### src/rtl/score_display.sv
// score_display: binary score -> BCD (double dabble) and scaled 3x5 glyph renderer.
// Ports: clk, reset, score/score_valid in, busy/bcd_out out, hcount/vcount in, in_region/rgb out.
module score_display #(
    parameter int          NUM_DIGITS = 4,
    parameter int          SCORE_W    = 14,
    parameter int          SCALE_LOG2 = 2,
    parameter int          GAP        = 1,
    parameter int          ORIGIN_X   = 400,
    parameter int          ORIGIN_Y   = 40,
    parameter logic [23:0] FG_COLOR   = 24'h00aa00,
    parameter logic [23:0] BG_COLOR   = 24'h4f223b
) (
    input  logic                    clk,
    input  logic                    reset,
    input  logic [SCORE_W-1:0]      score,
    input  logic                    score_valid,
    output logic                    busy,
    output logic [4*NUM_DIGITS-1:0] bcd_out,
    input  logic [9:0]              hcount,
    input  logic [9:0]              vcount,
    output logic                    in_region,
    output logic [23:0]             rgb
);
    localparam int BW    = 4 * NUM_DIGITS;
    localparam int CNT_W = $clog2(SCORE_W + 1);
    localparam int S     = 1 << SCALE_LOG2;
    localparam int CW    = (3 + GAP) * S;
    localparam logic [31:0] LIMIT = 32'(10 ** NUM_DIGITS);
    localparam logic [31:0] X0 = 32'(ORIGIN_X);
    localparam logic [31:0] X1 = 32'(ORIGIN_X + NUM_DIGITS * CW);
    localparam logic [31:0] Y0 = 32'(ORIGIN_Y);
    localparam logic [31:0] Y1 = 32'(ORIGIN_Y + 5 * S);
    localparam logic [9:0]  CWV = 10'(CW);

    typedef enum logic [1:0] {S_IDLE, S_LOAD, S_SHIFT, S_COMMIT} state_t;

    state_t             r_state, w_next;
    logic [SCORE_W-1:0] r_bin, r_pend;
    logic               r_pend_v, r_sat;
    logic [BW-1:0]      r_scr, r_bcd, w_adj;
    logic [CNT_W-1:0]   r_cnt;

    always_ff @(posedge clk) begin
        if (reset) r_state <= S_IDLE;
        else       r_state <= w_next;
    end

    always_comb begin
        w_next = r_state;
        busy   = (r_state != S_IDLE);
        case (r_state)
            S_IDLE:   if (score_valid) w_next = S_LOAD;
            S_LOAD:   w_next = S_SHIFT;
            S_SHIFT:  if (r_cnt == CNT_W'(SCORE_W - 1)) w_next = S_COMMIT;
            S_COMMIT: w_next = (score_valid || r_pend_v) ? S_LOAD : S_IDLE;
            default:  w_next = S_IDLE;
        endcase
    end

    // add-3 correction applied to every scratch nibble before each shift
    always_comb begin
        w_adj = r_scr;
        for (int i = 0; i < NUM_DIGITS; i++) begin
            if (r_scr[4*i +: 4] >= 4'd5) w_adj[4*i +: 4] = r_scr[4*i +: 4] + 4'd3;
        end
    end

    always_ff @(posedge clk) begin
        if (reset) begin
            r_bin    <= '0;
            r_pend   <= '0;
            r_pend_v <= 1'b0;
            r_sat    <= 1'b0;
            r_scr    <= '0;
            r_bcd    <= '0;
            r_cnt    <= '0;
        end else begin
            case (r_state)
                S_IDLE: if (score_valid) r_bin <= score;
                S_LOAD: begin
                    r_sat <= (32'(r_bin) >= LIMIT);
                    r_scr <= '0;
                    r_cnt <= '0;
                end
                S_SHIFT: begin
                    {r_scr, r_bin} <= {w_adj[BW-2:0], r_bin, 1'b0};
                    r_cnt          <= r_cnt + 1'b1;
                end
                S_COMMIT: begin
                    r_bcd <= r_sat ? {NUM_DIGITS{4'h9}} : r_scr;
                    // a request arriving now is newer than any pending one
                    if (score_valid) begin
                        r_bin    <= score;
                        r_pend_v <= 1'b0;
                    end else if (r_pend_v) begin
                        r_bin    <= r_pend;
                        r_pend_v <= 1'b0;
                    end
                end
                default: ;
            endcase
            if ((r_state == S_LOAD || r_state == S_SHIFT) && score_valid) begin
                r_pend   <= score;
                r_pend_v <= 1'b1;
            end
        end
    end

    assign bcd_out = r_bcd;

    function automatic logic [14:0] glyph(input logic [3:0] d);
        case (d)
            4'd0:    glyph = 15'h7b6f;
            4'd1:    glyph = 15'h2492;
            4'd2:    glyph = 15'h73e7;
            4'd3:    glyph = 15'h73cf;
            4'd4:    glyph = 15'h5bc9;
            4'd5:    glyph = 15'h79cf;
            4'd6:    glyph = 15'h79ef;
            4'd7:    glyph = 15'h7249;
            4'd8:    glyph = 15'h7bef;
            4'd9:    glyph = 15'h7bcf;
            default: glyph = 15'h0000;
        endcase
    endfunction

    logic       w_hit, w_z, w_blank;
    logic [9:0] w_dx, w_dy;
    logic [2:0] w_slot, w_row;
    logic [7:0] w_col;
    logic [3:0] w_dig;

    always_comb begin
        w_hit   = (32'(hcount) >= X0) && (32'(hcount) < X1) &&
                  (32'(vcount) >= Y0) && (32'(vcount) < Y1);
        w_dx    = w_hit ? hcount - 10'(ORIGIN_X) : 10'd0;
        w_dy    = w_hit ? vcount - 10'(ORIGIN_Y) : 10'd0;
        w_slot  = 3'(w_dx / CWV);
        w_col   = 8'((w_dx % CWV) >> SCALE_LOG2);
        w_row   = 3'(w_dy >> SCALE_LOG2);
        w_dig   = 4'd0;
        w_blank = 1'b0;
        // w_z: this slot and every more significant slot are zero
        w_z     = 1'b1;
        for (int i = 0; i < NUM_DIGITS; i++) begin
            w_z = w_z && (r_bcd[4*(NUM_DIGITS-1-i) +: 4] == 4'd0);
            if (w_slot == 3'(i)) begin
                w_dig   = r_bcd[4*(NUM_DIGITS-1-i) +: 4];
                w_blank = w_z && (i != NUM_DIGITS - 1);
            end
        end
    end

    logic       r_s1_hit, r_s1_blank;
    logic [7:0] r_s1_col;
    logic [2:0] r_s1_row;
    logic [3:0] r_s1_dig;

    always_ff @(posedge clk) begin
        if (reset) begin
            r_s1_hit   <= 1'b0;
            r_s1_blank <= 1'b0;
            r_s1_col   <= '0;
            r_s1_row   <= '0;
            r_s1_dig   <= '0;
        end else begin
            r_s1_hit   <= w_hit;
            r_s1_blank <= w_blank;
            r_s1_col   <= w_col;
            r_s1_row   <= w_row;
            r_s1_dig   <= w_dig;
        end
    end

    logic [14:0] w_g;
    logic [4:0]  w_idx;
    logic        w_lit;

    always_comb begin
        w_g   = glyph(r_s1_dig);
        w_idx = 5'(r_s1_row) * 5'd3 + 5'(r_s1_col[2:0]);
        w_lit = 1'b0;
        if (r_s1_hit && !r_s1_blank && r_s1_col < 8'd3 && r_s1_row < 3'd5)
            w_lit = w_g[4'(5'd14 - w_idx)];
    end

    always_ff @(posedge clk) begin
        if (reset) begin
            in_region <= 1'b0;
            rgb       <= 24'd0;
        end else begin
            in_region <= r_s1_hit;
            rgb       <= r_s1_hit ? (w_lit ? FG_COLOR : BG_COLOR) : 24'd0;
        end
    end
endmodule

### config.mk
export PLATFORM = sky130hd
export DESIGN_NAME = score_display
export DESIGN_NICKNAME = d
export VERILOG_FILES = /design/src/rtl/score_display.sv
export SDC_FILE = /design/constraint.sdc
export NUM_CORES = 1
export LEC_CHECK = 0
export CAP_MARGIN = 15
export CORE_AREA = 2 2 149 122
export CTS_BUF_LIST = sky130_fd_sc_hd__clkbuf_8
export DETAILED_ROUTE_END_ITERATION = 8
export DIE_AREA = 0 0 151 124
export PLACE_DENSITY = 0.5
export SETUP_SLACK_MARGIN = 0.3
export SLEW_MARGIN = 20
export SYNTH_ARGS = -nofsm -noshare
export SYNTH_HDL_FRONTEND = slang
export SYNTH_SLANG_ARGS = --single-unit
### constraint.sdc
create_clock -name clk -period 8.2 [get_ports clk]
set_input_delay 2.46 -clock clk [delete_from_list [all_inputs] [get_ports clk]]
set_output_delay 2.46 -clock clk [all_outputs]
set_load 0.01 [all_outputs]
---- After elaboration in Yosys (flattened, before gate mapping) ----
Memory sizes are Yosys's and may differ from the RTL's. A register that Yosys moved wholly into a read port is not among the register bits.
Index checks and enable logic that the tools add are counted.
word-level totals
  register bits ........................... 106
  bits in latches ......................... 0
  RAM bits ................................ 0
  memory bits (read-only) ................. 240
  logic and storage cells ................. 106
  memories kept ........................... 1
memories
  memory            depth  bits a word  rd ports  clocked after memory_dff  wr ports  line  RTL
  (name not given)  16     15           1         1                         0         112   case (d)
cells by class
  $add $sub $neg .......................... 9
  multiply operators ...................... 1
  divide/modulo/power cells ............... 0
  $lt $le $gt $ge ......................... 12
  equal/unequal tests ..................... 10
  shift-type cells ........................ 0
  multiplexer cells ....................... 30
  bitwise logic cells ..................... 2
  reduce and logical (&&, ||, !) cells .... 26
operators by type and width
  kind                  number
  $mux 14               3
  $pmux 14 s3           1
  $mux 4                8
  $pmux 16 s2           1
  $mux 23               1
  $ge 4x3->1 const B    4
  $mux 16               1
  $ge 14x14->1 const B  1
  $add 4x2->4 const B   3
  $logic_not 4->1       3
  $ge 10x6->1 const B   1
  $ge 10x9->1 const B   1
  $lt 10x6->1 const B   1
  $lt 10x9->1 const B   1
  $logic_and 1x1->1     9
  $lt 8x2->1 const B    1
  $mux 1                8
  $pmux 2 s4            1
  $pmux 4 s2            1
  $mux 7                1
  $sub 7x5->7 const B   1
  $eq 3x2->1 const B    2
  $reduce_bool 2->1     3
  $reduce_or 2->1       3
  other kinds (25)      30

---- Logic depth before layout (Yosys ltp) ----
Gate-level depths: netlist (run 1).
  depth after elaboration ................. 11
  gate-level depth with buffers ........... 12

---- Least setup slack after synthesis (run 1) ----
OpenSTA, ideal clock, no wires.
  path kind ............................... input to register
  start ................................... in hcount[4]
  end ..................................... reg w_g[2] (netlist name)
  setup time .............................. 0.074 ns
  data arrival time ....................... 4.665 ns
  path slack .............................. 3.461 ns
  cell stages on the path ................. 11
  cell sequence ........................... inv_1 ha_1 xnor2_1 nand2_1 or4_4 o22ai_1 inv_1 ha_1 inv_1 nand2_1 a31oi_1
on the way
  word-level cells in the longest chain between the ends .. 11
RTL lines
  item                                        line  RTL
  start, declared                             19    input logic [9:0] hcount,
  $ge 10x9->1 or $lt 10x9->1 (tied branches)  134   w_hit = (32'(hcount) >= X0) && (32'(hcount) < X1) &&
  $logic_and 1x1->1 (2 in a row)              134
  $logic_and 1x1->1                           135   (32'(vcount) >= Y0) && (32'(vcount) < Y1);
  $mux 7 *                                    136   w_dx = w_hit ? hcount - 10'(ORIGIN_X) : 10'd0;
  $logic_not 3->1                             147   if (w_slot == 3'(i)) begin
  $mux 4 (3 in a row)                         147
  $mux 4 *                                    147
  $mux 4 (no line) *                          --
Every way passes the cells marked *; elsewhere a longest branch is shown, timed or not.
A chain may end at the register's enable or synchronous reset.

---- Final worst setup path (run 1) ----
  start ................................... in hcount[4]
  end ..................................... reg w_g[2] (netlist name)
on the way
  word-level cells in the longest chain between the ends .. 11
RTL lines
  item                                        line
  $ge 10x9->1 or $lt 10x9->1 (tied branches)  134
  $logic_and 1x1->1 (2 in a row)              134
  $logic_and 1x1->1                           135
  $mux 7 *                                    136
  $logic_not 3->1                             147
  $mux 4 (3 in a row)                         147
  $mux 4 *                                    147
  $mux 4 (no line) *                          --
Marks and branches as above.

==> summary.txt, run 1 <==
Run status
  – Outcome: finished clean

Pwr
  – VDD IR max: 0.000121 V
  – Pwr dens: 221 nW/µm²
  – Static leakage: 2.09 nW

Timing
  – Hold Vio Cnt, Final: 0
  – Setup TNS: 0 ns
  – Achievable Freq: 185 MHz
  – Setup Viol. Count Final: 0
  – Fin. max-slew vios: 0
  – Slew headroom: 0.349
  – RSZ-0062 raised after global routing: false
  – Period utilization: 0.660
  – Least-Margin Pin Slew: 0.973 ns
  – Final min period: 5.41 ns
  – Final setup skew: 0.00768 ns

Clock network
  – Num CTS Buffers: 9
  – Postcts setup bufs: 0
  – Worst-Skew Late Latency: 0.36 ns
  – Hold buffers post-CTS: 0
  – Worst-case clock buffer depth: 2
  – Clock root buffer: clkbuf_8
  – CTS tree: built
  – Htree depth: 3
  – Cts repair resizes: 0
  – Clock transition at the registers of the reported paths: 0.08 ns
  – Sink Count: 90

Final layout
  – Nets: 684
  – Non-filler cells, final: 845
  – Fillcell total: 1,780
  – Share of cells above drive strength 1: 0.0726
  – Area added between synthesis and finish: 19.4%
  – Diodes inserted: 0

Yosys
  – Top cell type's share of synthesized area: 0.368
  – Predominant post-synthesis flop cell: dfxtp_1
  – Post-synth top cells: dfxtp_1 (90), nor2_1 (62), nand2_1 (58)
  – Yosys top cell by area: dfxtp_1
  – Netlist cell types: 59
  – Synthesized area: 4890 µm²
  – Cell with the most instances after synthesis: dfxtp_1
  – Async set-reset flop share out of synthesis: 0
  – Mapped Avg Cell Area: 8.49 µm²
  – Sequential fraction of the synthesis area: 0.368
  – Yosys warnings: 0
  – Post-synthesis cell count: 576
  – Top cells by area in the synthesized netlist: dfxtp_1 (37%), ha_1 (7.4%), nor2_1 (4.8%)
  – Post-synth EDFFs: 0
  – #FFs+latches synth: 90

GRT
  – First-pass GRT wire length: 19.3 mm
  – Vias in the first global route: 3,862
  – Overall Global Routing Usage: 0.130
  – Largest net degree at the start of global routing: 84
  – Initial antenna violation count: 0
  – Congestion Overflow GR: 0

Worst setup path
  – Worst setup SP type: input port
  – CP max FO: 6
  – WP buf/inv: 4
  – Slowest cell delay on critical path: 0.56 ns
  – CP arrival: 5.70 ns
  – Critical path cell sequence: clkdlybuf4s50_1 -> inv_1 -> ha_1 -> xnor2_1 -> nand2_1 -> or4_4 -> o22ai_1 -> inv_1 -> ha_1 -> inv_1 -> nand2_1 -> a31oi_1
  – CP Capture Type: register
  – Crit-path slowest cell: clkdlybuf4s50_1
  – Top cell by count, worst path: inv_1
  – Crit path required time: 8.49 ns
  – Critical setup path kind: input port to register
  – Crit path max-delay family: buffers and inverters

Routing
  – DR vias/cell: 4.86
  – Final ANT Viol Nets: 0
  – Total wire length: 11.8 mm
  – Routed WL per cell: 13.9 µm
  – # DRC: 0
  – Initial DRT Pass Iterations: 5
  – Routed vias: 4,103
  – DRT iter0 DRCs: 202

Placed design
  – Port bufs: 66
  – Dpl cells: 830
  – Final RePlAce weighted congestion: 0.772
  – Post-DP HPWL: 8.15 mm

Hold path
  – Hold crit path type: register to register

Floorplanning
  – Chip width: 151 µm
  – Full die area: 18,700 µm²
  – Initial cell density of the core: 0.286
  – Core box area: 17,100 µm²
  – Ports: 79
  – Die Y: 124 µm
  – Row cnt: 43

Flow run
  – Max Cap Viol: 0
## placed cells by master (no fill, tap or decap), types with 4 or more instances in the layout
cell,count
a22oi_1,22
xnor2_1,6
clkbuf_8,11
ha_1,29
dfxtp_1,90
mux2_2,14
nand2_1,58
o31ai_1,4
nand3b_1,8
inv_1,32
o21ai_0,15
nor4_1,7
nor2b_1,13
a211oi_1,10
a32oi_1,4
a21oi_1,46
conb_1,10
nand3_1,9
clkdlybuf4s50_1,65
o22ai_1,7
nand2b_1,18
a311oi_1,16
nor3_1,9
nor2_1,62
## tightest hold or removal path, stage by stage (launching register included)
cell     delay (ns)
dfxtp_1        0.31
nand2_1        0.05
a21oi_1        0.05
## path summary, 6_finish.rpt
| path | start | endpoint | slack [ns] | cells after the start |
|---|---|---|---|---|
| max | hcount[4] | w_g[2] | 2.79 | 12 |
| min | r_pend[6] | r_pend[6] | 0.46 | 2 |
| max reg2reg | r_s1_row[0] | rgb[15] | 4.95 | 9 |
| min reg2reg | r_pend[6] | r_pend[6] | 0.46 | 2 |
## stage by stage
stage	util	total power, mW	cell area [µm²]	hold WS (ns)	setup WS [ns]
after floorplan	-	0.844	4920	0.434	3.46
after global placement	0.329	0.960	5620	0.441	2.53
after detailed placement	0.329	0.968	5620	0.444	2.44
after CTS	0.341	1.31	5840	0.457	2.81
after global routing	0.341	1.38	5840	0.475	2.53
final	0.341	1.29	5840	0.456	2.79
## routing by layer
metal,GRT usage,vias to the layer above,part of all wire
met5,0,-,0
met4,0.0321,0,0.0091
met3,0.0352,11,0.058
met2,0.203,100,0.42
met1,0.179,1898,0.51
li1,-,2094,-
## registers in the layout (all words and copies together), names as in the netlist
name and cells:
r_state 2, r_s1_row 3, r_pend 14, r_scr 16, r_s1_blank 1, r_s1_hit 1, r_s1_col 2, rgb 3
r_sat 1, r_bin 14, r_pend_v 1, r_cnt 4, w_g 11, in_region 1, bcd_out 16
## cells by family (layout without fill, tap and decap cells)
group / after synthesis / after routing / share of synthesized area
flops: 90 / 90 / 0.368
mux: 18 / 18 / 0.0481
other cells: 1 / 10 / 0.000767
xor+xnor: 9 / 9 / 0.0161
compound gates: 142 / 142 / 0.198
buf+inv: 79 / 114 / 0.0770
fa+ha+maj: 31 / 31 / 0.0824
simple gates: 206 / 206 / 0.210
## area by class of cell
cell class	count	area [µm²]	area share
clock buffer	11	151	0.0259
clock inverter	4	67.6	0.0116
tap	225	282	0.0482
multi-input combinational	416	2750	0.470
sequential	90	1800	0.309
timing repair buffer	69	678	0.116
inverter	30	113	0.0193
## power by group
group	switching [mW]	total (mW)	leakage [nW]	internal (mW)
logic	0.245	0.401	1.24	0.155
registers	0.0508	0.556	0.732	0.505
clock network	0.152	0.337	0.118	0.185
total	0.448	1.29	2.09	0.845
No activity file was read; power rests on OpenSTA's default activity.
==> run 2, diff against run 1 <==
==> constraint.sdc (replaced) <==
create_clock -name clk -period 5.5 [get_ports clk]
set_input_delay 1.65 -clock clk [delete_from_list [all_inputs] [get_ports clk]]
set_output_delay 1.65 -clock clk [all_outputs]
set_load 0.01 [all_outputs]
==> run 2 against run 1 <==
Die area unchanged; worst setup slack worse by 1.8 ns; non-clock buffer count unchanged; routed wire length about the same; clock skew up 0.0049 ns; first-iteration DRC count decreased by 7.4%; largest cell class unchanged; clock power up 34%; hold slack barely moved.
==> summary.txt, run 2 (synthesized netlist as in run 1, its figures left out) <==
Clock network
  – Cts repair resizes: 0 (unchanged)
  – Hold buffers post-CTS: 0 (unchanged)
  – Sink Count: 90 (unchanged)
  – Htree depth: 3 (unchanged)
  – Clock root buffer: clkbuf_8
  – CTS tree: built
  – Postcts setup bufs: 0 (unchanged)
  – Worst-case clock buffer depth: 2 (unchanged)
  – Worst-Skew Late Latency: 0.35 ns (about the same)
  – Num CTS Buffers: 9 (unchanged)
  – Clock transition at the registers of the reported paths: 0.09 ns (about the same)

Flow run
  – Max Cap Viol: 0 (unchanged)

Routing
  – DR vias/cell: 4.81 (-0.95%)
  – # DRC: 0 (unchanged)
  – Routed WL per cell: 13.9 µm (about the same)
  – DRT iter0 DRCs: 187 (-7.4%)
  – Total wire length: 11.8 mm (about the same)
  – Final ANT Viol Nets: 0 (unchanged)
  – Routed vias: 4,064 (-0.95%)
  – Initial DRT Pass Iterations: 5 (unchanged)

Placed design
  – Port bufs: 66 (unchanged)
  – Worst slack at placement: 0.648 ns (-1.79 ns)
  – Post-DP HPWL: 8.35 mm (+2.5%)
  – Final RePlAce weighted congestion: 0.780 (+1.0%)

Floorplanning
  – Full die area: 18,700 µm² (unchanged)
  – Row cnt: 43 (unchanged)
  – Initial cell density of the core: 0.286 (unchanged)
  – Chip width: 151 µm (unchanged)
  – Die Y: 124 µm (unchanged)
  – Core box area: 17,100 µm² (unchanged)
  – Ports: 79 (unchanged)

Worst setup path
  – R2R Setup Slk: 2.30 ns (-2.65 ns)
  – R2r endpoint: rgb[15]
  – FF-to-FF Start: r_s1_row[0]
  – Crit path required time: 5.78 ns (-2.71 ns)
  – CP max FO: 6 (unchanged)
  – R2R depth: 9 (unchanged)
  – Worst setup SP type: input port
  – CP arrival: 4.80 ns (-0.90 ns)
  – CP Capture Type: register
  – Critical setup path kind: input port to register

Timing
  – Achievable Freq: 221 MHz
  – Setup TNS: 0 ns (unchanged)
  – Fin. max-slew vios: 0 (unchanged)
  – RSZ-0062 raised after global routing: false
  – Least-Margin Pin Slew: 0.964 ns (-0.00876 ns)
  – Final setup skew: 0.0126 ns (+0.00493 ns)
  – Slew headroom: 0.355 (+0.00586)
  – Setup Viol. Count Final: 0 (unchanged)
  – Hold slack: 0.456 ns (+0.000494 ns)
  – Period utilization: 0.823
  – Worst setup margin: 0.976 ns (-1.81 ns)
  – Final min period: 4.52 ns
  – Hold Vio Cnt, Final: 0 (unchanged)

Run status
  – Outcome: finished clean

Pwr
  – Static leakage: 2.07 nW (-1.3%)
  – Pwr dens: 323 nW/µm² (+46%)
  – VDD IR max: 0.000195 V (+61%)

Hold path
  – Worst hold endpoint: r_pend[1]
  – HP Start: r_pend[1]
  – Hold Path Stages: 2 (unchanged)
  – Hold crit path type: register to register

GRT
  – Busiest grt layer: met2
  – Congestion Overflow GR: 0 (unchanged)
  – Largest net degree at the start of global routing: 43 (-49%)
  – Met2 Use GR: 0.206 (+0.00256)
  – Initial antenna violation count: 0 (unchanged)
  – Vias in the first global route: 3,880 (+0.47%)
  – Overall Global Routing Usage: 0.128 (-0.00171)
  – GR Util met1: 0.176 (-0.00220)
  – GR met3 Demand/Resource: 0.0297 (-0.00549)
  – First-pass GRT wire length: 19.1 mm (-0.89%)

Final layout
  – Nets: 684 (unchanged)
  – Commonest non-fill, non-tap cell in the layout: dfxtp_1
  – Commonest cells after routing, fill and taps aside: dfxtp_1 (90), clkdlybuf4s50_1 (65), nor2_1 (62)
  – Diodes inserted: 0 (unchanged)
  – Share of cells above drive strength 1: 0.0758 (+0.00323)
  – Area added between synthesis and finish: 18.8%
-- run 2: worst max-delay path: stages --
cell             delay [ns]
clkdlybuf4s50_1        0.57
inv_1                  0.14
ha_1                   0.29
xnor2_1                0.29
nand2_1                0.18
or4_4                  0.50
o22ai_1                0.37
inv_1                  0.15
ha_1                   0.35
inv_1                  0.08
nand2_1                0.05
a31oi_1                0.17
-- run 2: worst max-delay path by stage --
stage | from | endpoint | slack, ns
floorplan | hcount[4] | w_g[2] | 1.57
global placement | hcount[4] | w_g[2] | 0.67
detailed placement | hcount[4] | w_g[2] | 0.65
CTS | hcount[4] | w_g[2] | 1.00
global route | hcount[4] | w_g[2] | 0.65
finish | hcount[4] | w_g[2] | 0.98
-- run 2: power breakdown --
| part | internal, mW | total [mW] | switching, mW |
|---|---|---|---|
| Sequential | 0.753 | 0.828 | 0.0748 |
| Clock | 0.209 | 0.451 | 0.242 |
| Combinational | 0.232 | 0.600 | 0.368 |
-- run 2: stage by stage --
step | utilization | instances | cell area [µm²] | power (mW)
3_3_place_gp | 0.329 | 830 | 5620 | 1.43
5_1_grt | 0.340 | 845 | 5810 | 2.01
4_1_cts | 0.340 | 845 | 5810 | 1.90
6_report | 0.340 | 845 | 5810 | 1.88
3_5_place_dp | 0.329 | 830 | 5620 | 1.44
2_1_floorplan | - | 585 | 4920 | 1.26
-- run 2: final cells by class --
class,count,area [µm²]
fill,1780,11300
multi-input combinational,416,2750
sequential,90,1800
timing repair buffer,69,678
tap,225,282
clock buffer,9,124
inverter,30,113
clock inverter,6,67.6
-- run 2: per-layer routing --
layer	wire [µm]	vias to the layer above
li1	-	2087
met1	6140	1880
met2	4970	95
met3	608	2
met4	38	0
met5	0	-
==> run 3, diff against run 2 <==
==> constraint.sdc (replaced) <==
create_clock -name clk -period 4.4 [get_ports clk]
set_input_delay 1.32 -clock clk [delete_from_list [all_inputs] [get_ports clk]]
set_output_delay 1.32 -clock clk [all_outputs]
set_load 0.01 [all_outputs]
==> run 3 against run 2 <==
Count of clock-buffer cells in the layout stayed put; combinational power up 26%; die area unchanged; total power grew 25%; worst setup slack worse by 0.46 ns; utilization rose by 0.19 points; clock power grew 25%; global-route usage grew 0.28 points; routed wire length up 1.2%; via count is 1.8% higher; first-iteration DRC count fell by 7.5%; hold slack is essentially flat.
==> summary.txt, run 3 (synthesized netlist as in run 1, its figures left out) <==
Floorplanning
  – Chip width: 151 µm (unchanged)
  – Initial cell density of the core: 0.286 (unchanged)
  – Ports: 79 (unchanged)
  – Die Y: 124 µm (unchanged)
  – Row cnt: 43 (unchanged)
  – Core box area: 17,100 µm² (unchanged)
  – Full die area: 18,700 µm² (unchanged)

Worst setup path
  – CP max FO: 6 (unchanged)
  – WP buf/inv: 4 (unchanged)
  – Crit path max-delay family: buffers and inverters
  – Worst setup SP type: input port
  – Critical setup path kind: input port to register
  – Crit-path slowest cell: or4_4
  – CP arrival: 4.17 ns (-0.63 ns)
  – Top cell by count, worst path: inv_1
  – Critical path cell sequence: clkdlybuf4s50_1 -> inv_1 -> ha_1 -> xnor2_1 -> nand2_1 -> or4_4 -> o22ai_1 -> inv_1 -> ha_1 -> inv_1 -> nand2_1 -> a31oi_1
  – CP Capture Type: register
  – Slowest cell delay on critical path: 0.50 ns (-0.07 ns)
  – Crit path required time: 4.69 ns (-1.09 ns)

Routing
  – Final ANT Viol Nets: 0 (unchanged)
  – DRT iter0 DRCs: 173 (-7.5%)
  – Routed vias: 4,138 (+1.8%)
  – # DRC: 0 (unchanged)
  – Routed WL per cell: 14.0 µm (+0.61%)
  – Total wire length: 11.9 mm (+1.2%)
  – DR vias/cell: 4.87 (+1.2%)
  – Initial DRT Pass Iterations: 5 (unchanged)

Timing
  – Slew headroom: 0.349 (-0.00627)
  – Period utilization: 0.883
  – Hold Vio Cnt, Final: 0 (unchanged)
  – RSZ-0062 raised after global routing: false
  – Hold slack: 0.456 ns (+0.000193 ns)
  – Setup Viol. Count Final: 0 (unchanged)
  – Setup TNS: 0 ns (unchanged)
  – Fin. max-slew vios: 0 (unchanged)
  – Achievable Freq: 257 MHz
  – Final setup skew: 0.0103 ns (-0.00227 ns)
  – Least-Margin Pin Slew: 0.973 ns (+0.00937 ns)
  – Final min period: 3.88 ns

Clock network
  – Clock transition at the registers of the reported paths: 0.09 ns (about the same)
  – Hold buffers post-CTS: 0 (unchanged)
  – Htree depth: 3 (unchanged)
  – Worst-case clock buffer depth: 2 (unchanged)
  – Cts repair resizes: 0 (unchanged)
  – Worst-Skew Late Latency: 0.37 ns (+0.02 ns)
  – Clock root buffer: clkbuf_8
  – CTS tree: built
  – Sink Count: 90 (unchanged)
  – Postcts setup bufs: 0 (unchanged)
  – Num CTS Buffers: 9 (unchanged)

Final layout
  – Diodes inserted: 0 (unchanged)
  – Non-filler cells, final: 850 (+0.59%)
  – Nets: 688 (+0.58%)
  – Register area: 1800 µm² (unchanged)
  – Area added between synthesis and finish: 19.5%
  – Commonest cells after routing, fill and taps aside: dfxtp_1 (90), clkdlybuf4s50_1 (65), nor2_1 (62)
  – Multi-input logic area: 2750 µm² (unchanged)
  – Fillcell total: 1,794 (+0.79%)
  – Share of cells above drive strength 1: 0.0816 (+0.00579)
  – Commonest non-fill, non-tap cell in the layout: dfxtp_1

Pwr
  – P_sw: 0.857 mW (+25%)
  – Sequential Power Share: 0.440 (about the same)
  – Clock power frac: 0.240 (about the same)
  – P_int: 1.49 mW (+25%)
  – Sw frac: 0.364 (about the same)
  – Pwr dens: 402 nW/µm² (+24%)
  – Static leakage: 2.09 nW (+0.96%)
  – Combinational cell fraction of total power: 0.320 (about the same)
  – VDD IR max: 0.000173 V (-11%)

Placed design
  – Final RePlAce weighted congestion: 0.769 (-1.4%)
  – Dpl cells: 834 (+0.48%)
  – Port bufs: 66 (unchanged)
  – Post-DP HPWL: 8.51 mm (+1.9%)

GRT
  – First-pass GRT wire length: 19.4 mm (+1.5%)
  – Vias in the first global route: 3,943 (+1.6%)
  – Overall Global Routing Usage: 0.131 (+0.00277)
  – Congestion Overflow GR: 0 (unchanged)
  – Initial antenna violation count: 0 (unchanged)
  – Largest net degree at the start of global routing: 47 (+9.3%)

Flow run
  – Max Cap Viol: 0 (unchanged)

Run status
  – Outcome: finished clean

Hold path
  – Hold crit path type: register to register
run 3: layout make-up:
type                    instances  area share
multi-input cells             416       0.470
flip-flops and latches         90       0.308
repair buffers                 73       0.121
well taps                     225      0.0482
clock buffers                   9      0.0212
inverters                      30      0.0193
clock inverters                 7      0.0120
run 3: metrics by stage:
stage | util | total power [mW] | worst slack, ns | area, µm²
detailed placement | 0.330 | 1.81 | 0.171 | 5650
floorplan | - | 1.57 | 0.801 | 4920
global placement | 0.330 | 1.79 | 0.212 | 5650
global route | 0.342 | 2.52 | 0.301 | 5840
CTS | 0.342 | 2.38 | 0.532 | 5840
finish | 0.342 | 2.35 | 0.516 | 5840
run 3: power groups by stage:
stage,logic [mW],registers [mW],clock network (mW)
3_3_place_gp,0.743,1.05,0
3_5_place_dp,0.751,1.05,0
5_1_grt,0.840,1.05,0.622
4_1_cts,0.756,1.04,0.585
6_report,0.753,1.04,0.563
2_1_floorplan,0.545,1.03,0
run 3: metal layers:
metal | GRT usage | share of wire
met3 | 0.0319 | 0.058
met2 | 0.209 | 0.42
met4 | 0.0327 | 0.010
met1 | 0.179 | 0.51
met5 | 0 | 0
run 3: path summary, 6_finish.rpt:
path	from	to	slack (ns)	cells past startpoint
worst min-delay path	r_pend[8]	r_pend[8]	0.46	2
worst max-delay path	hcount[4]	w_g[2]	0.52	12
worst min register to register	r_pend[8]	r_pend[8]	0.46	2
worst max register to register	r_s1_col[1]	rgb[15]	1.16	9
run 3: worst register-to-register path, stage by stage (launching register included):
cell and delay, ns:
dfxtp_1 0.36, inv_1 0.07, fa_1 0.58, inv_1 0.07, fa_1 0.65, mux4_2 0.53, nor2b_1 0.14, a2111oi_0 0.39
nor3_1 0.17, nor2b_1 0.17
